## src/rtl/pwm_multi.sv

```systemverilog
// pwm_multi: N-channel PWM generator sharing one period counter and TOP value.
// Compare and TOP registers are double-buffered. Shadows move to the active
// copies on each period boundary, and on every cycle while the block is disabled.
// Edge-aligned and centre-aligned (up/down) counting are both supported.
// Optional build macro PWM_POLARITY_EN adds per-channel output polarity,
// loaded from ctrl bits d[N+1:2]. This option needs W >= N+2.
module pwm_multi #(
  parameter int unsigned W = 16,
  parameter int unsigned N = 4,
  localparam int unsigned CH_W = (N > 1) ? $clog2(N) : 1
) (
  input  logic            clk,
  input  logic            rst_n,
  input  logic            wr_en,
  input  logic [1:0]      wr_sel,
  input  logic [CH_W-1:0] wr_ch,
  input  logic [W-1:0]    d,
  output logic [W-1:0]    cnt,
  output logic [W-1:0]    top,
  output logic [N-1:0]    pwm_out,
  output logic            period_end
);

  localparam int unsigned SEL_W = 2;
  localparam logic [SEL_W-1:0] SEL_CTRL = 2'b00;
  localparam logic [SEL_W-1:0] SEL_CMP  = 2'b01;
  localparam logic [SEL_W-1:0] SEL_TOP  = 2'b10;
  localparam logic [SEL_W-1:0] SEL_CNT  = 2'b11;

  typedef enum logic {
    DIR_UP   = 1'b0,
    DIR_DOWN = 1'b1
  } dir_e;

`ifdef PWM_POLARITY_EN
  // Polarity bits are taken from the ctrl word, so they must fit in d.
  generate
    if (W < N + 2) begin : g_pol_width_check
      $error("pwm_multi: PWM_POLARITY_EN requires W >= N+2");
    end
  endgenerate
`endif

  // Registered state
  logic [W-1:0] cnt_q,     cnt_d;
  dir_e         dir_q,     dir_d;
  logic         en_q,      en_d;
  logic         mode_q,    mode_d;
  logic [W-1:0] top_shd_q, top_shd_d;
  logic [W-1:0] top_act_q, top_act_d;
  logic [W-1:0] cmp_shd_q [N];
  logic [W-1:0] cmp_shd_d [N];
  logic [W-1:0] cmp_act_q [N];
  logic [W-1:0] cmp_act_d [N];
  logic         pe_q,      pe_d;
`ifdef PWM_POLARITY_EN
  logic [N-1:0] pol_q,     pol_d;
`endif

  // Combinational helpers
  logic         boundary;
  logic         transfer;
  logic         cnt_wr;

  assign cnt        = cnt_q;
  assign top        = top_act_q;
  assign period_end = pe_q;

  // State register
  always_ff @(posedge clk or negedge rst_n) begin
    if (!rst_n) begin
      cnt_q     <= '0;
      dir_q     <= DIR_UP;
      en_q      <= 1'b0;
      mode_q    <= 1'b0;
      top_shd_q <= '0;
      top_act_q <= '0;
      pe_q      <= 1'b0;
      for (int unsigned i = 0; i < N; i++) begin
        cmp_shd_q[i] <= '0;
        cmp_act_q[i] <= '0;
      end
`ifdef PWM_POLARITY_EN
      pol_q     <= '0;
`endif
    end else begin
      cnt_q     <= cnt_d;
      dir_q     <= dir_d;
      en_q      <= en_d;
      mode_q    <= mode_d;
      top_shd_q <= top_shd_d;
      top_act_q <= top_act_d;
      pe_q      <= pe_d;
      for (int unsigned i = 0; i < N; i++) begin
        cmp_shd_q[i] <= cmp_shd_d[i];
        cmp_act_q[i] <= cmp_act_d[i];
      end
`ifdef PWM_POLARITY_EN
      pol_q     <= pol_d;
`endif
    end
  end

  // Register-bus writes into ctrl and the shadow registers
  always_comb begin
    en_d      = en_q;
    mode_d    = mode_q;
    top_shd_d = top_shd_q;
    for (int unsigned i = 0; i < N; i++) begin
      cmp_shd_d[i] = cmp_shd_q[i];
    end
`ifdef PWM_POLARITY_EN
    pol_d     = pol_q;
`endif
    if (wr_en) begin
      case (wr_sel)
        SEL_CTRL: begin
          en_d   = d[0];
          mode_d = d[1];
`ifdef PWM_POLARITY_EN
          pol_d  = d[N+1:2];
`endif
        end
        SEL_CMP: begin
          // A channel index of N or more matches no channel, so the write is dropped.
          for (int unsigned i = 0; i < N; i++) begin
            if (wr_ch == CH_W'(i)) begin
              cmp_shd_d[i] = d;
            end
          end
        end
        SEL_TOP: top_shd_d = d;
        default: ;
      endcase
    end
  end

  // Counter next-state and boundary detection
  always_comb begin
    cnt_d    = cnt_q;
    dir_d    = dir_q;
    boundary = 1'b0;
    cnt_wr   = wr_en && (wr_sel == SEL_CNT);
    if (cnt_wr) begin
      // A direct load overrides counting and never produces a boundary.
      cnt_d = d;
      dir_d = DIR_UP;
    end else if (en_q) begin
      if (!mode_q) begin
        // Edge-aligned: 0..top, then wrap.
        if (cnt_q >= top_act_q) begin
          cnt_d    = '0;
          boundary = 1'b1;
        end else begin
          cnt_d = cnt_q + W'(1);
        end
      end else if (dir_q == DIR_UP) begin
        // Centre-aligned rising slope.
        if (cnt_q >= top_act_q) begin
          if (cnt_q <= W'(1)) begin
            // top of 0 or 1: the turn-around lands on 0, which starts a new period.
            cnt_d    = '0;
            boundary = 1'b1;
          end else begin
            cnt_d = cnt_q - W'(1);
            dir_d = DIR_DOWN;
          end
        end else begin
          cnt_d = cnt_q + W'(1);
        end
      end else begin
        // Centre-aligned falling slope; a count of 0 is treated like 1 so the counter never underflows.
        if (cnt_q <= W'(1)) begin
          cnt_d    = '0;
          dir_d    = DIR_UP;
          boundary = 1'b1;
        end else begin
          cnt_d = cnt_q - W'(1);
        end
      end
    end
  end

  // Shadow-to-active transfer and period strobe
  always_comb begin
    transfer  = !en_q || boundary;
    top_act_d = transfer ? top_shd_q : top_act_q;
    for (int unsigned i = 0; i < N; i++) begin
      cmp_act_d[i] = transfer ? cmp_shd_q[i] : cmp_act_q[i];
    end
    pe_d = boundary;
  end

  // PWM outputs, combinational from the registered counter and compares
  always_comb begin
    pwm_out = '0;
    for (int unsigned i = 0; i < N; i++) begin
`ifdef PWM_POLARITY_EN
      pwm_out[i] = (en_q && (cnt_q < cmp_act_q[i])) ^ pol_q[i];
`else
      pwm_out[i] = en_q && (cnt_q < cmp_act_q[i]);
`endif
    end
  end

endmodule

```

## config.mk

```make
export PLATFORM = sky130hd
export DESIGN_NAME = pwm_multi
export DESIGN_NICKNAME = d
export VERILOG_FILES = /design/src/rtl/pwm_multi.sv
export SDC_FILE = /design/constraint.sdc
export NUM_CORES = 1
export LEC_CHECK = 0
export CAP_MARGIN = 20
export CORE_UTILIZATION = 60
export DETAILED_ROUTE_END_ITERATION = 8
export PLACE_DENSITY = 0.81
export SLEW_MARGIN = 15
export SYNTH_ARGS = -nofsm -noshare
export SYNTH_HDL_FRONTEND = slang
export SYNTH_SLANG_ARGS = --single-unit
```

## constraint.sdc

```tcl
create_clock -name clk -period 9.5 [get_ports clk]
set_clock_uncertainty 0.05 [all_clocks]
set_input_delay 1.425 -clock clk [delete_from_list [all_inputs] [get_ports clk]]
set_output_delay 1.425 -clock clk [all_outputs]
set_load 0.01 [all_outputs]
```

==> run_results.csv <==
group,metric,value,unit
outcome,status,"completed",
floorplan,rows,45,
placed_design,dp.cells,1067,
clock_tree,cts.clk_slew.worst_paths,70,ps
detailed_routing,drtAntennaViolNets,0,
clock_tree,postCtsSetupBuffers,0,
global_route,grt_usage,0.294,
floorplan,die_h,128,um
timing,rsz0062_at_grt,"no",
timing,tightest_slew,1100,ps
detailed_routing,vias_per_cell,6.11,
yosys,yosysUniqueCellTypes,53,
global_route,grt_pass1_wl,36400,um
yosys,synth-async-reset-ratio,1.00,
power_and_ir_drop,p_per_area,325,nW/um^2
setup_path,reg2reg_setup_slack,5150,ps
yosys,ys_seq_area_frac,0.475,
clock_tree,ctsRootBufferMaster,"clkbuf_16",
floorplan,pin_count,60,
setup_path,end_kind,"output pin",
setup_path,startpoint_type,"flip-flop",
detailed_routing,wl,22300,um
finish,diodes,0,
setup_path,cp-startpoint,"cnt[1]",
setup_path,max_stage_delay,600,ps
floorplan,start_util,0.619,
detailed_routing,drtPass1Iterations,7,
setup_path,cp_max_fo,10,
clock_tree,cts_buffer_depth,2,
finish,multiInputGateArea,4540,um^2
finish,n_fill_cell,1064,
setup_path,worstReg2RegStart,"cnt[10]",
yosys,syn-num-nets,916,
placed_design,io_buffers,59,
setup_path,worstPathRequired,8030,ps
yosys,syn_inst,814,
global_route,overflow,0,
finish,final_area,10900,um^2
global_route,grt_pass1_vias,6993,
setup_path,crit_end,"pwm_out[2]",
timing,slew_headroom,0.262,
floorplan,dieWidth,128,um
detailed_routing,dr_total_vias,6731,
finish,seq_area,4500,um^2
setup_path,slowest_stage,"dfrtp_1",
yosys,synth_flop_cell,"dfrtp_1",
setup_path,r2r_cells,8,
placed_design,hpwl,15000,um
yosys,ys_ff_latch,180,
placed_design,pre_cts_ws,5190,ps
timing,hold_viol_final,0,
detailed_routing,drc,0,
setup_path,crit_chain,"ha_1 > a21o_1 > a21oi_1 > o21ai_0 > a31oi_1 > o21ai_0 > a31oi_1 > clkdlybuf4s50_1",
timing,fmax,208,MHz
yosys,synth_edf_count,0,
power_and_ir_drop,power_leakage,5.10,nW
detailed_routing,initialDrtViolationCount,365,
timing,min_period,4800,ps
yosys,synth_area,9490,um^2
finish,nets,979,
global_route,antenna_found_initial,0,
timing,finalMaxSlewViolations,0,
clock_tree,hold_buffers,0,
timing,setup-violations-final,0,
flow_run,drv_cap,0,
setup_path,crit_type,"reg -> out",
floorplan,dieArea,16300,um^2
clock_tree,cts_tree,"built",
floorplan,coreArea,15300,um^2
clock_tree,cts_buffers,17,
timing,fin_crit_sh,0.505,
timing,setup_tns,0,ps
yosys,synth_warnings,0,
detailed_routing,wl_per_cell,20.3,um
clock_tree,post_cts_resized,0,
worst_hold_path,hp-class,"reg -> reg",
placed_design,placed_area,10300,um^2
clock_tree,clock_latency,440,ps
finish,final_cell_count_no_fill,1101,
timing,fin_ws,4700,ps
global_route,grt_start_max_net_pins,113,
clock_tree,numClockSinks,180,
power_and_ir_drop,irDropWorstVdd,0.192,mV
setup_path,r2r-end,"top[15]",
finish,syn_to_final_growth,15.1,%
yosys,avgSynthCellArea,11.7,um^2
power_and_ir_drop,finalPower,3.55,mW
finish,final_cell_mix,"dfrtp_1, mux2_2, inv_1, mux2_1, ha_1",
setup_path,crit_family,"compound AO/OA/AOI/OAI gates",
finish,final_common_cell,"dfrtp_1",
setup_path,cp_num_cells,8,
finish,drive_gt1_frac,0.149,
setup_path,arrival,3320,ps
placed_design,place_congestion,0.881,
setup_path,path_buf_inv,1,
clock_tree,htreeDepth,4,
## sequential cells by signal, summed over array words and instances (netlist names)
signal,flops
cmp_shd_q,64
dir_q,1
top,16
cnt,16
top_shd_q,16
en_q,1
mode_q,1
period_end,1
cmp_act_q,64
## cell families after synthesis
family | Yosys count | share of synthesized area
muxes | 163 | 0.193
AOI/OAI and AO/OA | 146 | 0.101
DFF | 180 | 0.475
and+or+nand+nor | 138 | 0.0772
adders and majority gates | 79 | 0.104
buffers and inverters | 106 | 0.0477
xor gates and xnor gates | 2 | 0.00185
## per-layer routing
metal / vias up / share of wire / GRT usage
li1: 3064 / - / -
met1: 3395 / 0.44 / 0.391
met2: 223 / 0.48 / 0.485
met3: 49 / 0.049 / 0.0451
met4: 0 / 0.025 / 0.118
met5: - / 0 / 0
## how the worst min path moves through the flow
| stage | startpoint | to | slack (ps) | depth (start not counted) |
|---|---|---|---|---|
| 3_3_place_gp | cmp_shd_q[34] | cmp_act_q[34] | 410 | 1 |
| 4_1_cts | top_shd_q[12] | top[12] | 440 | 1 |
| 3_5_place_dp | top_shd_q[12] | top[12] | 420 | 1 |
| 2_1_floorplan | cmp_act_q[10] | cmp_act_q[10] | 410 | 1 |
| 5_1_grt | cmp_act_q[30] | cmp_act_q[30] | 450 | 1 |
| 6_report | cmp_act_q[6] | cmp_act_q[6] | 440 | 1 |
## Yosys cell counts (6+ instances only)
cell type,number,area [um^2]
nand4_1,8,50.1
clkbuf_1,15,56.3
nor2b_1,7,43.8
inv_1,81,304
dfrtp_1,180,4500
a21oi_1,39,195
a31oi_1,11,68.8
mux2_1,80,901
o21ai_0,33,165
nor2_1,26,97.6
mux2_2,83,935
nand2_1,24,90.1
buf_6,6,67.6
a21o_1,25,188
nand3_1,16,80.1
ha_1,79,988
nor3_1,17,85.1
nand2b_1,6,37.5
o211ai_1,6,45.0
and3_1,13,81.3
## where the power goes
part / total, mW / switching, mW / internal [mW]
clock network: 0.718 / 0.312 / 0.406
logic: 1.52 / 0.793 / 0.725
registers: 1.31 / 0.274 / 1.04
## cell type report
cell class                 count  area share
multi-input combinational    528       0.415
clock buffer                  19      0.0415
timing repair buffer          69      0.0654
tap                          211      0.0242
sequential                   180       0.412
inverter                      81      0.0278
clock inverter                13      0.0134
## stage by stage
step,hold slack [ps],utilization
after global routing,450,0.713
after floorplan,408,-
after CTS,439,0.710
final,436,0.713
after detailed placement,424,0.671
after global placement,415,0.669
(Power assumes the default switching activity.)
